**src/rtl/mc_controller.sv**
```systemverilog
// mc_controller: TinyMIPS multicycle control FSM; fetches 32-bit instr in 32/WIDTH memready-stretched beats, drives datapath controls, pulses done on retire
module mc_controller #(
  parameter int WIDTH = 8,
  parameter bit WAIT_EN = 1'b1,
  localparam int NBEATS = 32 / WIDTH
) (
  input  logic              clk,
  input  logic              rst,
  input  logic [5:0]        op,
  input  logic              zero,
  input  logic              memready,
  output logic              memread,
  output logic              memwrite,
  output logic              alusrca,
  output logic [1:0]        alusrcb,
  output logic [1:0]        aluop,
  output logic [1:0]        pcsource,
  output logic              memtoreg,
  output logic              iord,
  output logic              regdst,
  output logic              regwrite,
  output logic              pcen,
  output logic [NBEATS-1:0] irwrite,
  output logic              done
);
  typedef enum logic [3:0] {
    FETCH, DECODE, MEMADR, LBRD, LBWR, SBWR, RTEX, RTWR, ADDIEX, ADDIWR, BEQEX, BNEEX, JEX
  } state_t;
  state_t state_q, state_d;
  logic [1:0] beat_q, beat_d;
  logic rdy, last;
  assign rdy = WAIT_EN ? memready : 1'b1;
  assign last = beat_q == 2'(NBEATS - 1);
  always_ff @(posedge clk) begin
    if (rst) begin
      state_q <= FETCH;
      beat_q <= '0;
    end else begin
      state_q <= state_d;
      beat_q <= beat_d;
    end
  end
  always_comb begin
    state_d = state_q;
    beat_d = beat_q;
    memread = 1'b0;
    memwrite = 1'b0;
    alusrca = 1'b0;
    alusrcb = 2'b00;
    aluop = 2'b00;
    pcsource = 2'b00;
    memtoreg = 1'b0;
    iord = 1'b0;
    regdst = 1'b0;
    regwrite = 1'b0;
    pcen = 1'b0;
    irwrite = '0;
    done = 1'b0;
    case (state_q)
      FETCH: begin
        memread = 1'b1;
        alusrcb = 2'b01;
        irwrite = rdy ? NBEATS'(1) << beat_q : '0;
        pcen = rdy;
        beat_d = rdy ? (last ? 2'd0 : beat_q + 2'd1) : beat_q;
        state_d = rdy && last ? DECODE : FETCH;
      end
      DECODE: begin
        alusrcb = 2'b11;
        state_d = op == 6'b000000 ? RTEX :
                  op == 6'b100000 || op == 6'b101000 ? MEMADR :
                  op == 6'b001000 ? ADDIEX :
                  op == 6'b000100 ? BEQEX :
                  op == 6'b000101 ? BNEEX :
                  op == 6'b000010 ? JEX : FETCH;
        done = state_d == FETCH;
      end
      MEMADR: begin
        alusrca = 1'b1;
        alusrcb = 2'b10;
        state_d = op == 6'b100000 ? LBRD : SBWR;
      end
      LBRD: begin
        memread = 1'b1;
        iord = 1'b1;
        state_d = rdy ? LBWR : LBRD;
      end
      LBWR: begin
        regwrite = 1'b1;
        memtoreg = 1'b1;
        done = 1'b1;
        state_d = FETCH;
      end
      SBWR: begin
        memwrite = 1'b1;
        iord = 1'b1;
        done = rdy;
        state_d = rdy ? FETCH : SBWR;
      end
      RTEX: begin
        alusrca = 1'b1;
        aluop = 2'b10;
        state_d = RTWR;
      end
      RTWR: begin
        regwrite = 1'b1;
        regdst = 1'b1;
        done = 1'b1;
        state_d = FETCH;
      end
      ADDIEX: begin
        alusrca = 1'b1;
        alusrcb = 2'b10;
        state_d = ADDIWR;
      end
      ADDIWR: begin
        regwrite = 1'b1;
        done = 1'b1;
        state_d = FETCH;
      end
      BEQEX, BNEEX: begin
        alusrca = 1'b1;
        aluop = 2'b01;
        pcsource = 2'b01;
        pcen = state_q == BEQEX ? zero : ~zero;
        done = 1'b1;
        state_d = FETCH;
      end
      JEX: begin
        pcsource = 2'b10;
        pcen = 1'b1;
        done = 1'b1;
        state_d = FETCH;
      end
      default: begin
        state_d = FETCH;
        beat_d = '0;
      end
    endcase
    if (rst) begin
      memread = 1'b0;
      memwrite = 1'b0;
      alusrca = 1'b0;
      alusrcb = 2'b00;
      aluop = 2'b00;
      pcsource = 2'b00;
      memtoreg = 1'b0;
      iord = 1'b0;
      regdst = 1'b0;
      regwrite = 1'b0;
      pcen = 1'b0;
      irwrite = '0;
      done = 1'b0;
    end
  end
endmodule

```
**config.mk**
```make
export PLATFORM = sky130hd
export DESIGN_NAME = mc_controller
export DESIGN_NICKNAME = d
export VERILOG_FILES = /design/src/rtl/mc_controller.sv
export SDC_FILE = /design/constraint.sdc
export NUM_CORES = 1
export LEC_CHECK = 0
export BUFFER_PORTS_ARGS = -buffer_cell sky130_fd_sc_hd__buf_2
export CORE_UTILIZATION = 50
export CTS_BUF_LIST = sky130_fd_sc_hd__clkbuf_2
export CTS_CLUSTER_DIAMETER = 40
export DETAILED_ROUTE_END_ITERATION = 10
export GPL_TIMING_DRIVEN = 0
export PLACE_DENSITY_LB_ADDON = 0.08
export SETUP_SLACK_MARGIN = 0.05
export SLEW_MARGIN = 20
export SYNTH_ARGS = -nofsm -noshare
export SYNTH_HDL_FRONTEND = slang
export SYNTH_SLANG_ARGS = --single-unit
export TNS_END_PERCENT = 100
```
**constraint.sdc**
```tcl
create_clock -name clk -period 1.9 [get_ports clk]
set_input_delay 0 -clock clk [delete_from_list [all_inputs] [get_ports clk]]
set_output_delay 0 -clock clk [all_outputs]
set_load 0.005 [all_outputs]
```
==> report_table.html <==
<table>
<tr><th>Metric</th><th>Value</th></tr>
<tr><th colspan="2">Setup path</th></tr>
<tr><td>Worst path cell trace</td><td>or2_1 &gt; clkbuf_1 &gt; nor4_2 &gt; and2_1 &gt; buf_2</td></tr>
<tr><td>Critical path launch point type</td><td>flip-flop</td></tr>
<tr><td>Worst endpoint data arrival time</td><td>1.67 ns</td></tr>
<tr><td>Required time at the worst-slack endpoint</td><td>1.90 ns</td></tr>
<tr><td>End of the worst register-to-register path</td><td>state_q[2]</td></tr>
<tr><td>Bufs and invs on worst path</td><td>2</td></tr>
<tr><td>Maximum fanout along the worst path</td><td>8</td></tr>
<tr><td>Reg-to-Reg Start</td><td>state_q[0]</td></tr>
<tr><td>Worst path slowest cell</td><td>sky130_fd_sc_hd__nor4_2</td></tr>
<tr><td>Classification of the worst setup path</td><td>reg2out</td></tr>
<tr><td>Kind of end point of the critical path</td><td>output port</td></tr>
<tr><td>Worst-case register-to-register setup slack</td><td>0.46 ns</td></tr>
<tr><td>Logic depth of the worst register-to-register path</td><td>4</td></tr>
<tr><td>CP top delay family</td><td>simple AND/OR/NAND/NOR gates</td></tr>
<tr><td>Crit path largest cell delay</td><td>0.38 ns</td></tr>
<tr><th colspan="2">Run status</th></tr>
<tr><td>Result of the run</td><td>completed</td></tr>
<tr><th colspan="2">Floorplan</th></tr>
<tr><td>Initial cell density of the core</td><td>54.5%</td></tr>
<tr><td>Die outline height</td><td>43.0 um</td></tr>
<tr><td>Count of pins on the block boundary</td><td>29</td></tr>
<tr><td>Die W</td><td>43.0 um</td></tr>
<tr><td>Placeable core area</td><td>1540 um2</td></tr>
<tr><td>Die area</td><td>1850 um2</td></tr>
<tr><td># rows</td><td>14</td></tr>
<tr><th colspan="2">Cells and area</th></tr>
<tr><td>Number of nets in the final layout</td><td>169</td></tr>
<tr><td>N_diodes</td><td>0</td></tr>
<tr><td>Fraction of layout instances using a drive strength above 1</td><td>27.5%</td></tr>
<tr><td>Area growth from synthesis to layout</td><td>20.2%</td></tr>
<tr><td>Area taken by flip-flops and latches</td><td>120 um2</td></tr>
<tr><td>Fillers</td><td>146</td></tr>
<tr><td>Finished layout cell area</td><td>1010 um2</td></tr>
<tr><td>Commonest cells after routing, fill and taps aside</td><td>33 x sky130_fd_sc_hd__buf_2, 17 x sky130_fd_sc_hd__nor2_1, 13 x sky130_fd_sc_hd__a21oi_1, 6 x sky130_fd_sc_hd__dfxtp_1</td></tr>
<tr><td>Final core occ</td><td>65.6%</td></tr>
<tr><td>Commonest non-fill, non-tap cell in the layout</td><td>sky130_fd_sc_hd__buf_2</td></tr>
<tr><td>Area of combinational cells with multiple inputs</td><td>642 um2</td></tr>
<tr><th colspan="2">Clocking</th></tr>
<tr><td>Max Buffers Root-to-Sink</td><td>2</td></tr>
<tr><td>Clock insertion delay at the later pin of the skew report</td><td>0.24 ns</td></tr>
<tr><td>Clock tree from TritonCTS</td><td>done</td></tr>
<tr><td>Number of buffers added by the clock tree synthesis step</td><td>3</td></tr>
<tr><td>Worst-path clk slew</td><td>0.05 ns</td></tr>
<tr><td>Hold-fix buffers at CTS</td><td>0</td></tr>
<tr><td># H-tree levels</td><td>1</td></tr>
<tr><td>Post-CTS resize count</td><td>0</td></tr>
<tr><td>Clock root cell</td><td>sky130_fd_sc_hd__clkbuf_2</td></tr>
<tr><td>Clk sinks</td><td>6</td></tr>
<tr><td>Number of buffers inserted by post-CTS setup repair</td><td>0</td></tr>
<tr><th colspan="2">Timing</th></tr>
<tr><td>Fmax</td><td>597 MHz</td></tr>
<tr><td>Layout Skew</td><td>0.00437 ns</td></tr>
<tr><td>Period utilisation layout</td><td>88.1%</td></tr>
<tr><td>Unrepaired setup endpoints after global routing</td><td>no</td></tr>
<tr><td>Worst slew margin</td><td>71.6%</td></tr>
<tr><td>Transition time at the pin with the least slew margin</td><td>0.426 ns</td></tr>
<tr><td>Setup Total Neg Slack</td><td>0 ns</td></tr>
<tr><td>Setup violation total in the final timing report</td><td>0</td></tr>
<tr><td>Total count of hold-check failures in the final report</td><td>0</td></tr>
<tr><td>Max-slew violation count</td><td>0</td></tr>
<tr><td>Time the worst path needs with I/O delays and setup</td><td>1.67 ns</td></tr>
<tr><th colspan="2">Pwr</th></tr>
<tr><td>Leakage power figure</td><td>0.451 nW</td></tr>
<tr><td>Power density cells</td><td>295 nW/um2</td></tr>
<tr><td>Peak supply drop</td><td>0.000148 V</td></tr>
<tr><th colspan="2">Placed design</th></tr>
<tr><td>GPL Wtd Cong</td><td>0.861</td></tr>
<tr><td>Placement-stage cell area</td><td>996 um2</td></tr>
<tr><td>Input/output buffers</td><td>27</td></tr>
<tr><td>Half-perimeter wire length of the detailed placement result</td><td>1680 um</td></tr>
<tr><th colspan="2">Min path</th></tr>
<tr><td>Hold Crit Start</td><td>op[0]</td></tr>
<tr><td>Number of cells on the worst hold path</td><td>3</td></tr>
<tr><td>Type of the tightest min-delay check</td><td>in2reg</td></tr>
<tr><td>Min-Delay Endpoint</td><td>state_q[0]</td></tr>
<tr><th colspan="2">Route</th></tr>
<tr><td>Initial DRC Count</td><td>45</td></tr>
<tr><td>Final ANT Viol Nets</td><td>0</td></tr>
<tr><td>Via count of the routed design</td><td>1013</td></tr>
<tr><td>Remaining routing DRC violations</td><td>0</td></tr>
<tr><td>Wire length reported by the detailed router</td><td>2200 um</td></tr>
<tr><td>Detailed-route vias per instance</td><td>5.99</td></tr>
<tr><td>First-pass iteration count of the detailed router</td><td>5</td></tr>
<tr><td>Routed wirelength normalized by instance count</td><td>13.0 um</td></tr>
<tr><th colspan="2">Synthesis</th></tr>
<tr><td>Net count of the mapped netlist</td><td>137</td></tr>
<tr><td>Distinct cell type count of the synthesized netlist</td><td>46</td></tr>
<tr><td>Synth area leader</td><td>sky130_fd_sc_hd__dfxtp_1</td></tr>
<tr><td>Async set-reset flop share out of synthesis</td><td>0%</td></tr>
<tr><td>Top cell type's share of synthesized area</td><td>14.3%</td></tr>
<tr><td>Most instantiated flip-flop cell in the synthesis netlist</td><td>sky130_fd_sc_hd__dfxtp_1</td></tr>
<tr><td>Average size of a mapped cell</td><td>6.84 um2</td></tr>
<tr><td>Count of warnings emitted by yosys</td><td>0</td></tr>
<tr><td>Sequential area share after synthesis</td><td>14.3%</td></tr>
<tr><td>Number of instances in the synthesized netlist</td><td>123</td></tr>
<tr><td>Main area contributors after synthesis</td><td>sky130_fd_sc_hd__dfxtp_1 14%, sky130_fd_sc_hd__a21oi_1 7.7%, sky130_fd_sc_hd__nor2_1 7.6%</td></tr>
<tr><td>EDFF count, synth</td><td>0</td></tr>
<tr><td>Summed instance area of the synthesized netlist</td><td>841 um2</td></tr>
<tr><td>FF+latch count, synth</td><td>6</td></tr>
<tr><th colspan="2">Global route</th></tr>
<tr><td>Number of antenna violations at the first check in global routing</td><td>0</td></tr>
<tr><td>Pin count of the biggest net entering global routing</td><td>11</td></tr>
<tr><td>Vias in the first global route</td><td>849</td></tr>
<tr><td>Remaining global-route overflow</td><td>0</td></tr>
<tr><td>Total routing resource utilization after global routing</td><td>25.6%</td></tr>
<tr><td>Global-route wire length before repair</td><td>3670 um</td></tr>
<tr><th colspan="2">Flow run</th></tr>
<tr><td>Total of max-cap violations</td><td>0</td></tr>
</table>
==> worst min-delay path: cells and delay by family <==
family	cells	cell delay [ns]
AO/OA/AOI/OAI	2	0.22
buffers and inverters	1	0.10
==> cells by family after synthesis <==
| family | synth area share, % |
|---|---|
| buffers and inverters | 9.38 |
| XOR/XNOR | 4.17 |
| flip-flops | 14.3 |
| adder cells (fa/ha/maj) | 5.95 |
| AO/OA/AOI/OAI | 25.6 |
| AND/OR/NAND/NOR | 40.6 |
==> synthesized netlist by cell type (4+ instances only) <==
library cell               number
sky130_fd_sc_hd__buf_2          6
sky130_fd_sc_hd__nand2b_1       5
sky130_fd_sc_hd__inv_1          5
sky130_fd_sc_hd__nand2_1        5
sky130_fd_sc_hd__dfxtp_1        6
sky130_fd_sc_hd__and2_1         4
sky130_fd_sc_hd__nor2_1        17
sky130_fd_sc_hd__o21ai_0        4
sky130_fd_sc_hd__nor3_1         5
sky130_fd_sc_hd__ha_1           4
sky130_fd_sc_hd__a21oi_1       13
sky130_fd_sc_hd__nand3_1        4
==> sequential cells by signal, indices dropped and copies added (netlist names) <==
name     flops
state_q      4
beat_q       2
==> per-layer routing <==
layer	up-vias	wire, um	global-route usage (%)
li1	503	-	-
met1	461	970	33.8
met2	44	1050	43.0
met3	5	142	2.55
met4	0	30	8.48
met5	-	0	0
==> stage by stage <==
stage          hold slack (ns)  setup WS [ns]  power (mW)  instances
2_1_floorplan            0.208          0.609       0.178        123
3_3_place_gp             0.353          0.518       0.205        166
3_5_place_dp             0.353          0.457       0.207        166
4_1_cts                  0.113          0.185       0.300        169
5_1_grt                  0.177          0.104       0.313        169
6_report                 0.120          0.226       0.298        169
==> how the worst max path moves through the flow <==
stage / startpoint / end / slack [ns] / cells after the start
2_1_floorplan: state_q[1] / beat_q[0] / 0.61 / 5
3_3_place_gp: state_q[0] / state_q[2] / 0.52 / 4
3_5_place_dp: state_q[0] / irwrite[3] / 0.46 / 5
4_1_cts: state_q[0] / irwrite[3] / 0.19 / 5
5_1_grt: state_q[0] / irwrite[3] / 0.10 / 5
6_report: state_q[0] / irwrite[2] / 0.23 / 5
==> layout make-up <==
type / count / area share (%)
multi-input cells: 101 / 63.5
repair buffers: 27 / 13.4
flip-flops and latches: 6 / 11.9
plain buffers: 11 / 5.94
well taps: 16 / 1.98
inverters: 5 / 1.86
clock buffers: 3 / 1.49
==> report_power, final <==
part	internal (mW)	switching, mW	total (mW)
Sequential	0.129	0.00406	0.133
Clock	0.0427	0.0501	0.0928
Combinational	0.0319	0.0399	0.0718
Note: power is estimated with default switching activity, not from simulation.
